<file path="config.mk">
export PLATFORM = sky130hd
export DESIGN_NAME = palette_arbiter
export DESIGN_NICKNAME = d
export VERILOG_FILES = /design/src/rtl/palette_arbiter.sv
export SDC_FILE = /design/constraint.sdc
export NUM_CORES = 1
export LEC_CHECK = 0
export CAP_MARGIN = 10
export CORE_UTILIZATION = 44
export CTS_CLUSTER_DIAMETER = 40
export DETAILED_ROUTE_END_ITERATION = 8
export DONT_BUFFER_PORTS = 1
export PLACE_DENSITY = 0.65
export SYNTH_ARGS = -nofsm -noshare
export SYNTH_HDL_FRONTEND = slang
export SYNTH_SLANG_ARGS = --single-unit
</file>
<file path="constraint.sdc">
create_clock -name Clk -period 2 [get_ports Clk]
set_input_delay 0.2 -clock Clk [delete_from_list [all_inputs] [get_ports Clk]]
set_output_delay 0.2 -clock Clk [all_outputs]
set_load 0.1 [all_outputs]
</file>
<file path="src/rtl/palette_arbiter.sv">
// rtl/palette_arbiter.sv - four-requester palette lookup arbiter with two-stage response pipeline
module palette_arbiter #(
  parameter logic [11:0] TRANSPARENT_RGB = 12'hF0B,
  parameter int          FIXED_PRIORITY  = 0
) (
  input  logic        Clk,
  input  logic        Reset,
  input  logic [3:0]  req,
  input  logic [15:0] req_index,
  input  logic        flush,
  output logic [3:0]  grant,
  output logic [3:0]  pal_index,
  input  logic [3:0]  pal_red,
  input  logic [3:0]  pal_green,
  input  logic [3:0]  pal_blue,
  output logic        rsp_valid,
  output logic [1:0]  rsp_id,
  output logic [3:0]  rsp_red,
  output logic [3:0]  rsp_green,
  output logic [3:0]  rsp_blue,
  output logic        rsp_transparent
);

  // Stage-A bookkeeping: lookup in flight towards the palette, and whose it is.
  logic       a_valid;
  logic [1:0] a_id;
  logic [1:0] last_winner;

  logic [3:0] eligible;
  logic       win_found;
  logic [1:0] win_id;
  logic [1:0] cand;

  // Pick the winner: a requester granted this cycle sits out one round so
  // the same requester cannot be granted on back-to-back cycles.
  always_comb begin
    eligible  = req & ~grant;
    win_found = 1'b0;
    win_id    = 2'd0;
    cand      = 2'd0;
    for (int k = 0; k < 4; k++) begin
      if (FIXED_PRIORITY != 0) begin
        cand = 2'(k);
      end else begin
        cand = last_winner + 2'(k + 1);
      end
      if (!win_found && eligible[cand]) begin
        win_found = 1'b1;
        win_id    = cand;
      end
    end
  end

  // Stage A: register grant, the winner's palette index and its id.
  always_ff @(posedge Clk) begin
    if (Reset) begin
      grant       <= 4'b0000;
      pal_index   <= 4'h0;
      a_valid     <= 1'b0;
      a_id        <= 2'd0;
      last_winner <= 2'd3;
    end else if (flush) begin
      grant   <= 4'b0000;
      a_valid <= 1'b0;
    end else begin
      a_valid <= win_found;
      if (win_found) begin
        grant       <= 4'b0001 << win_id;
        pal_index   <= req_index[{win_id, 2'b00} +: 4];
        a_id        <= win_id;
        last_winner <= win_id;
      end else begin
        grant <= 4'b0000;
      end
    end
  end

  // Stage B: capture the palette ROM output for the lookup issued last cycle;
  // response fields only move when a lookup actually completes.
  always_ff @(posedge Clk) begin
    if (Reset) begin
      rsp_valid       <= 1'b0;
      rsp_id          <= 2'd0;
      rsp_red         <= 4'h0;
      rsp_green       <= 4'h0;
      rsp_blue        <= 4'h0;
      rsp_transparent <= 1'b0;
    end else if (flush) begin
      rsp_valid <= 1'b0;
    end else begin
      rsp_valid <= a_valid;
      if (a_valid) begin
        rsp_id          <= a_id;
        rsp_red         <= pal_red;
        rsp_green       <= pal_green;
        rsp_blue        <= pal_blue;
        rsp_transparent <= ({pal_red, pal_green, pal_blue} == TRANSPARENT_RGB);
      end
    end
  end

endmodule

</file>
* After elaboration in Yosys (flattened, before gate mapping)
Index checks and enable logic that the tools add are counted.
Widths: inputs -> output; s select.
** Operators by class
- Equal/unequal tests :: 1
- Add/subtract/negate cells :: 3
- Bitwise operators :: 4
- Shifts and indexed selects :: 2
- Muxes and demuxes :: 16
- Reduce and logical (&&, ||, !) cells :: 10
- Order comparisons :: 4
** Operators with widths (number)
- $shiftx 16x5->4 :: 1
- $eq 12x12->1 const B :: 1
- $lt 2x3->1 const B :: 4
- $bmux 1 s2 :: 4
- $mux 1 :: 8
- $mux 2 :: 4
- $add 2x2->2 const B :: 2
- $and 4x4->4 :: 1
- $not 4->4 :: 1
- $reduce_and 2->1 :: 2
- $shl 1x2->4 const A :: 1
- $logic_and 1x1->1 :: 3
- $logic_not 1->1 :: 3
- $reduce_or 3->1 :: 1
- $add 2x1->2 const B :: 1
- $not 1->1 :: 2
- $reduce_or 2->1 :: 1
** Storage, ports and cells
- Bits of input ports :: 35
- Output and inout port bits :: 24
- Register bits after elaboration :: 29

* Depth between registers and ports, before layout
- Word-level depth :: 16
- Mapped depth :: 7
- Mapped depth without buffers :: 5

* Least setup slack after synthesis
Ideal clock, no wire load.
- Path type :: register to register
- From :: register grant[0]
- To :: register pal_index[0]
- Data required time :: 1.866 ns
- Buffers on the path :: 1
- Arrival :: 2.138 ns
- Cell stages (with the launch flop) :: 7
- Slack :: -0.271 ns
- Path through :: dfxtp_1 -> and3b_4 -> o21a_1 -> a211oi_4 -> buf_8 -> mux2i_1 -> o221ai_1
** Between the ends
- Cells in the longest elaborated chain, start to end :: 15
- Elaborated cells between the ends (all ways) :: 26
- Those cells by class :: shift: 1; mux: 16; bitwise: 2; reduce/logical: 7
** RTL lines
- from (decl) :: line 11 : output logic [3:0] grant,
- from (signal assigned) :: line 68 : grant <= 4'b0001 << win_id;
- $not 4->4 (*) :: line 37 : eligible = req & ~grant;
- $and 4x4->4 (*) :: line 37
- $bmux 1 s2 :: line 47 : if (!win_found && eligible[cand]) begin
- $mux 1 (not written as such) :: line 47
- $mux 1 :: line 47
- $logic_not 1->1 :: line 47
- $logic_and 1x1->1 :: line 47
- $mux 1 :: line 47
- $logic_not 1->1 :: line 47
- $logic_and 1x1->1 :: line 47
- $mux 1 :: line 47
- $logic_not 1->1 :: line 47
- $logic_and 1x1->1 :: line 47
- $mux 2 or $mux 1 (tied branches) :: line 47
- $shiftx 16x5->4 or $reduce_and 2->1 (tied branches)
- to (signal assigned) :: line 69 : pal_index <= req_index[{win_id, 2'b00} +: 4];
- to (decl) :: line 12 : output logic [3:0] pal_index,
Every way passes the cells marked *; elsewhere a longest branch is shown, timed or not. The select of a mux whose other input is x is not followed.
A chain may end at the register's enable or synchronous reset.

* Worst setup path after layout
- From :: register last_winner[1]
- To :: register pal_index[0]
** Between the ends
- Cells in the longest elaborated chain, start to end :: 14
- Elaborated cells between the ends (all ways) :: 27
- Those cells by class :: add/sub: 3; shift: 1; mux: 16; reduce/logical: 7
** RTL lines
- from (decl) :: line 27 : logic [1:0] last_winner;
- from (signal assigned) :: line 71 : last_winner <= win_id;
- $add 2x1->2 :: line 45 : cand = last_winner + 2'(k + 1);
- $bmux 1 s2 :: line 47
- $mux 1 (not written as such) :: line 47
- $mux 1 :: line 47
- $logic_not 1->1 :: line 47
- $logic_and 1x1->1 :: line 47
- $mux 1 :: line 47
- $logic_not 1->1 :: line 47
- $logic_and 1x1->1 :: line 47
- $mux 1 :: line 47
- $logic_not 1->1 :: line 47
- $logic_and 1x1->1 :: line 47
- $mux 2 or $mux 1 (tied branches) :: line 47
- $shiftx 16x5->4 or $reduce_and 2->1 (tied branches)
Several ways; a longest one is shown, not always the timed one. The select of a mux whose other input is x is not followed.

==> results.txt <==
The global router's overall resource usage was 0.221. Setup repair after global routing left no endpoint under its margin. In this run the tool buffered the top-level ports with 0 buffer cells. The critical path crosses 5 cells after its start point. Measured along the y axis, the die boundary spans 56.0 um. Wires add up to 3080 um.

Number of clock buffers inserted by TritonCTS: 5. The tools report the kind of capture point of the worst setup path as a register. The logs give 1217 for the number of global-route vias before repair and 0.465 for the effective utilization at floorplan.

For the number of standard-cell rows in the floorplan, the log shows 19. Category of the most critical setup path: register to register. The area share of the largest cell type after synthesis came out at 0.453.

Net count after synthesis: 186. TritonCTS built the clock tree. In this run the worst path has a maximum fanout of 9. The logs give 0 for the number of hold-slack violations in the final timing report and 1470 um2 for the placed instance area. Following the worst setup path forward leads to its endpoint at pal_index[0]. The area growth from synthesis to layout is 30.4%. The first global-routing pass estimated 5310 um of wire.

The most frequently used flop master after synthesis was sky130_fd_sc_hd__dfxtp_1. After layout, the worst setup slack is 224 ps. After synthesis, the cell types taking the most area are sky130_fd_sc_hd__dfxtp_1 (45%), sky130_fd_sc_hd__nand2_1 (11%), sky130_fd_sc_hd__a21oi_1 (7.8%). The cell area that synthesis handed to floorplanning was 1280 um2.

The pin count of the biggest net entering global routing is 24, and the clock slew at the register clock pins of the worst setup and hold paths is 90 ps. Across the routed clock network, the largest skew measured is 10.0 ps. The synthesized flop and latch total is 29.

For the relative max-transition margin, the log shows 0.459. The share of final-layout standard cells stronger than drive strength 1 came out at 0.213. The worst hold path belongs to the class input port to register. The run gives 2 as the deepest level of the CTS H-tree. The maximum buffer depth of the clock tree was 2. The async set-or-reset flop fraction in the synthesized netlist is 0, and the count of different cell masters after synthesis is 29.

The flow ran to the end, and the final reports show no timing, DRC or antenna violations. The run gives 1190 as the count of vias placed by the detailed router. The endpoint identified for the worst register-to-register timing path is pal_index[0]. The total negative setup slack was 0 ps; the measured slew at the worst slew-check pin was 808 ps. The detailed router's first-iteration violation count was 43. The root buffer cell chosen for the clock tree is sky130_fd_sc_hd__clkbuf_4.

The signal on the critical path passes through and3b_4 > o22ai_1 > a221oi_1 > nand2_1 > o221ai_1. The share of the yosys chip area belonging to registers was 0.453; the register-to-register setup slack was 220 ps. The post-detailed-placement half-perimeter wirelength is 2110 um, and the power density over the cells is 919 nW/um2. The final period utilization was 0.888. The floorplan step defined a die boundary enclosing 3130 um2. The clock period could shrink to 1780 ps. The worst flop-to-flop path startpoint was last_winner[1]. 0 antenna diodes ended up in the layout. Once layout is done, the placed cells without fillers occupy 1670 um2. First-pass iteration count of the detailed router: 4. The worst-skew pair later-pin latency was 330 ps; the static leakage was 0.675 nW.

The worst setup path is launched from a register. The initial antenna violation count came out at 0. Yosys instantiated no cell more often than sky130_fd_sc_hd__nand2_1. Slowest cell on the critical path: sky130_fd_sc_hd__dfxtp_1. IR analysis of the VDD net gives a maximum drop of 0.000901 V. Counting every sink on the clock net gives 29.

The tools report the number of nets in the final layout as 222. A synthesized cell averages 8.49 um2. The cell count after synthesis came out at 151. Across the whole layout, storage elements account for 586 um2. The pre-CTS worst setup slack was 257 ps. Of all cell types, the one taking the most synthesized area is sky130_fd_sc_hd__dfxtp_1. For the worst flop-to-flop path, the logic depth is 5. Summed over all layers, the global routing overflow is 0. Max-cap violations in this run came to 0. Static timing analysis puts the maximum clock frequency at 0.563 GHz. At the end of routability-driven placement, the weighted congestion stood at 0.884. In this run the standard cell core region covers 2760 um2.

After synthesis, the most frequently instantiated cells are sky130_fd_sc_hd__nand2_1 (39), sky130_fd_sc_hd__dfxtp_1 (29), sky130_fd_sc_hd__a21oi_1 (20), sky130_fd_sc_hd__nor2_1 (9), sky130_fd_sc_hd__mux2i_1 (8). The max-slew violation count came out at 0. Together, buffers and inverters on the worst path number 0. The Yosys step of the flow raised 0 warnings.

In this run the worst setup path begins at last_winner[1]. Number of flops mapped to enable cells by yosys: 0. The horizontal die dimension works out to 56.0 um. Post-CTS timing repair inserted 0 buffers for setup. The number of nets still failing antenna checks after routing was 0; the count of unresolved DRC violations after routing was 0. In the routed layout, each cell is associated on average with a via count of 5.43. The multi-input gate area in the final layout came out at 648 um2.

Setup violations remaining at the end of the flow were counted as 0. For this design the top-level I/O count stands at 59. Grouping stages by cell kind, the critical path spends the most delay in compound AO/OA/AOI/OAI gates. The detailed-route wire length per cell is 14.1 um. The filler cells instantiated in the layout total 237.

In this design, the stage delay of the slowest critical-path cell is 490 ps. STA puts the critical path data arrival time at 2020 ps. Data on the critical path is required at its endpoint by 2240 ps.
-- metrics by stage --
step,total power [W],util,hold WS [ps],cells
floorplan,0.000977,-,336,151
global placement,0.00102,0.532,272,199
detailed placement,0.00103,0.532,273,199
CTS,0.00155,0.603,1.50,218
global route,0.00161,0.607,20.3,219
finish,0.00154,0.607,25.1,219
-- report_power, final --
part	internal [W]	switching [W]	total [W]
Sequential	0.000611	0.0000194	0.000631
Clock	0.000298	0.000198	0.000497
Combinational	0.000119	0.000290	0.000409
-- worst reg2reg max path, delay by kind of cell (launching register included) --
| kind | cells | cell delay [ps] |
|---|---|---|
| AND/OR/NAND/NOR | 2 | 450 |
| flip-flops | 1 | 490 |
| AO/OA/AOI/OAI | 3 | 760 |
-- state kept, by name, indices dropped and copies added (netlist names) --
| name | flops |
|---|---|
| a_id | 2 |
| a_valid | 1 |
| grant | 4 |
| last_winner | 2 |
| pal_index | 4 |
| rsp_blue | 4 |
| rsp_green | 4 |
| rsp_id | 2 |
| rsp_red | 4 |
| rsp_transparent | 1 |
| rsp_valid | 1 |
-- worst min path at each step --
stage	startpoint	to	slack (ps)	cells past startpoint
after floorplan	pal_blue[0]	rsp_blue[0]	340	2
after global placement	Reset	rsp_blue[0]	270	1
after detailed placement	Reset	rsp_green[2]	270	1
after CTS	pal_green[2]	rsp_green[2]	1	2
after global routing	pal_blue[0]	rsp_blue[0]	20	2
final	pal_blue[0]	rsp_blue[0]	30	2
-- layout make-up --
type	instances	area share
well taps	31	0.0232
clock inverters	1	0.0180
flip-flops and latches	29	0.350
multi-input cells	113	0.387
repair buffers	38	0.188
clock buffers	7	0.0329
-- cells in the final DEF, fill, tap and decap left out, drive strengths merged --
cell / netlist / layout
o21bai: 1 / 1
nand3: 1 / 1
dlygate4sd3: 0 / 12
bufinv: 0 / 1
o22ai: 1 / 1
o221ai: 4 / 4
nand2: 39 / 39
or3b: 1 / 1
nand4b: 1 / 1
a211oi: 1 / 1
a41oi: 1 / 1
dfxtp: 29 / 29
a221o: 1 / 1
nor2b: 2 / 2
clkbuf: 6 / 7
nor3: 2 / 2
buf: 3 / 26
a41o: 1 / 1
nor2: 9 / 9
mux2i: 8 / 8
o21a: 2 / 2
a221oi: 1 / 1
nand2b: 6 / 6
a2111oi: 1 / 1
a21oi: 20 / 20
and3b: 1 / 1
nand3b: 5 / 5
nor4: 3 / 3
o21ai: 1 / 1
-- logic make-up (layout without fill, tap and decap cells) --
logic type,Yosys count,count (layout),synth area share
AO/OA/AOI/OAI,35,35,0.184
multiplexers,8,8,0.0624
AND/OR/NAND/NOR,70,70,0.259
flip-flops,29,29,0.453
buffers and inverters,9,46,0.0419
-- what timing repair did --
| item | in CTS | in global routing |
|---|---|---|
| endpoints found under the hold margin | 23 | 1 |
| gates resized for setup | 0 | 0 |
| hold buffers | 11 | 1 |
| endpoints found under the setup margin | 0 | 0 |
-- layer usage --
layer	wire (um)	global-route usage
met4	28	0.0906
met3	239	0.0884
met1	1240	0.254
met5	0	0
met2	1580	0.366
(Power assumes the default switching activity.)
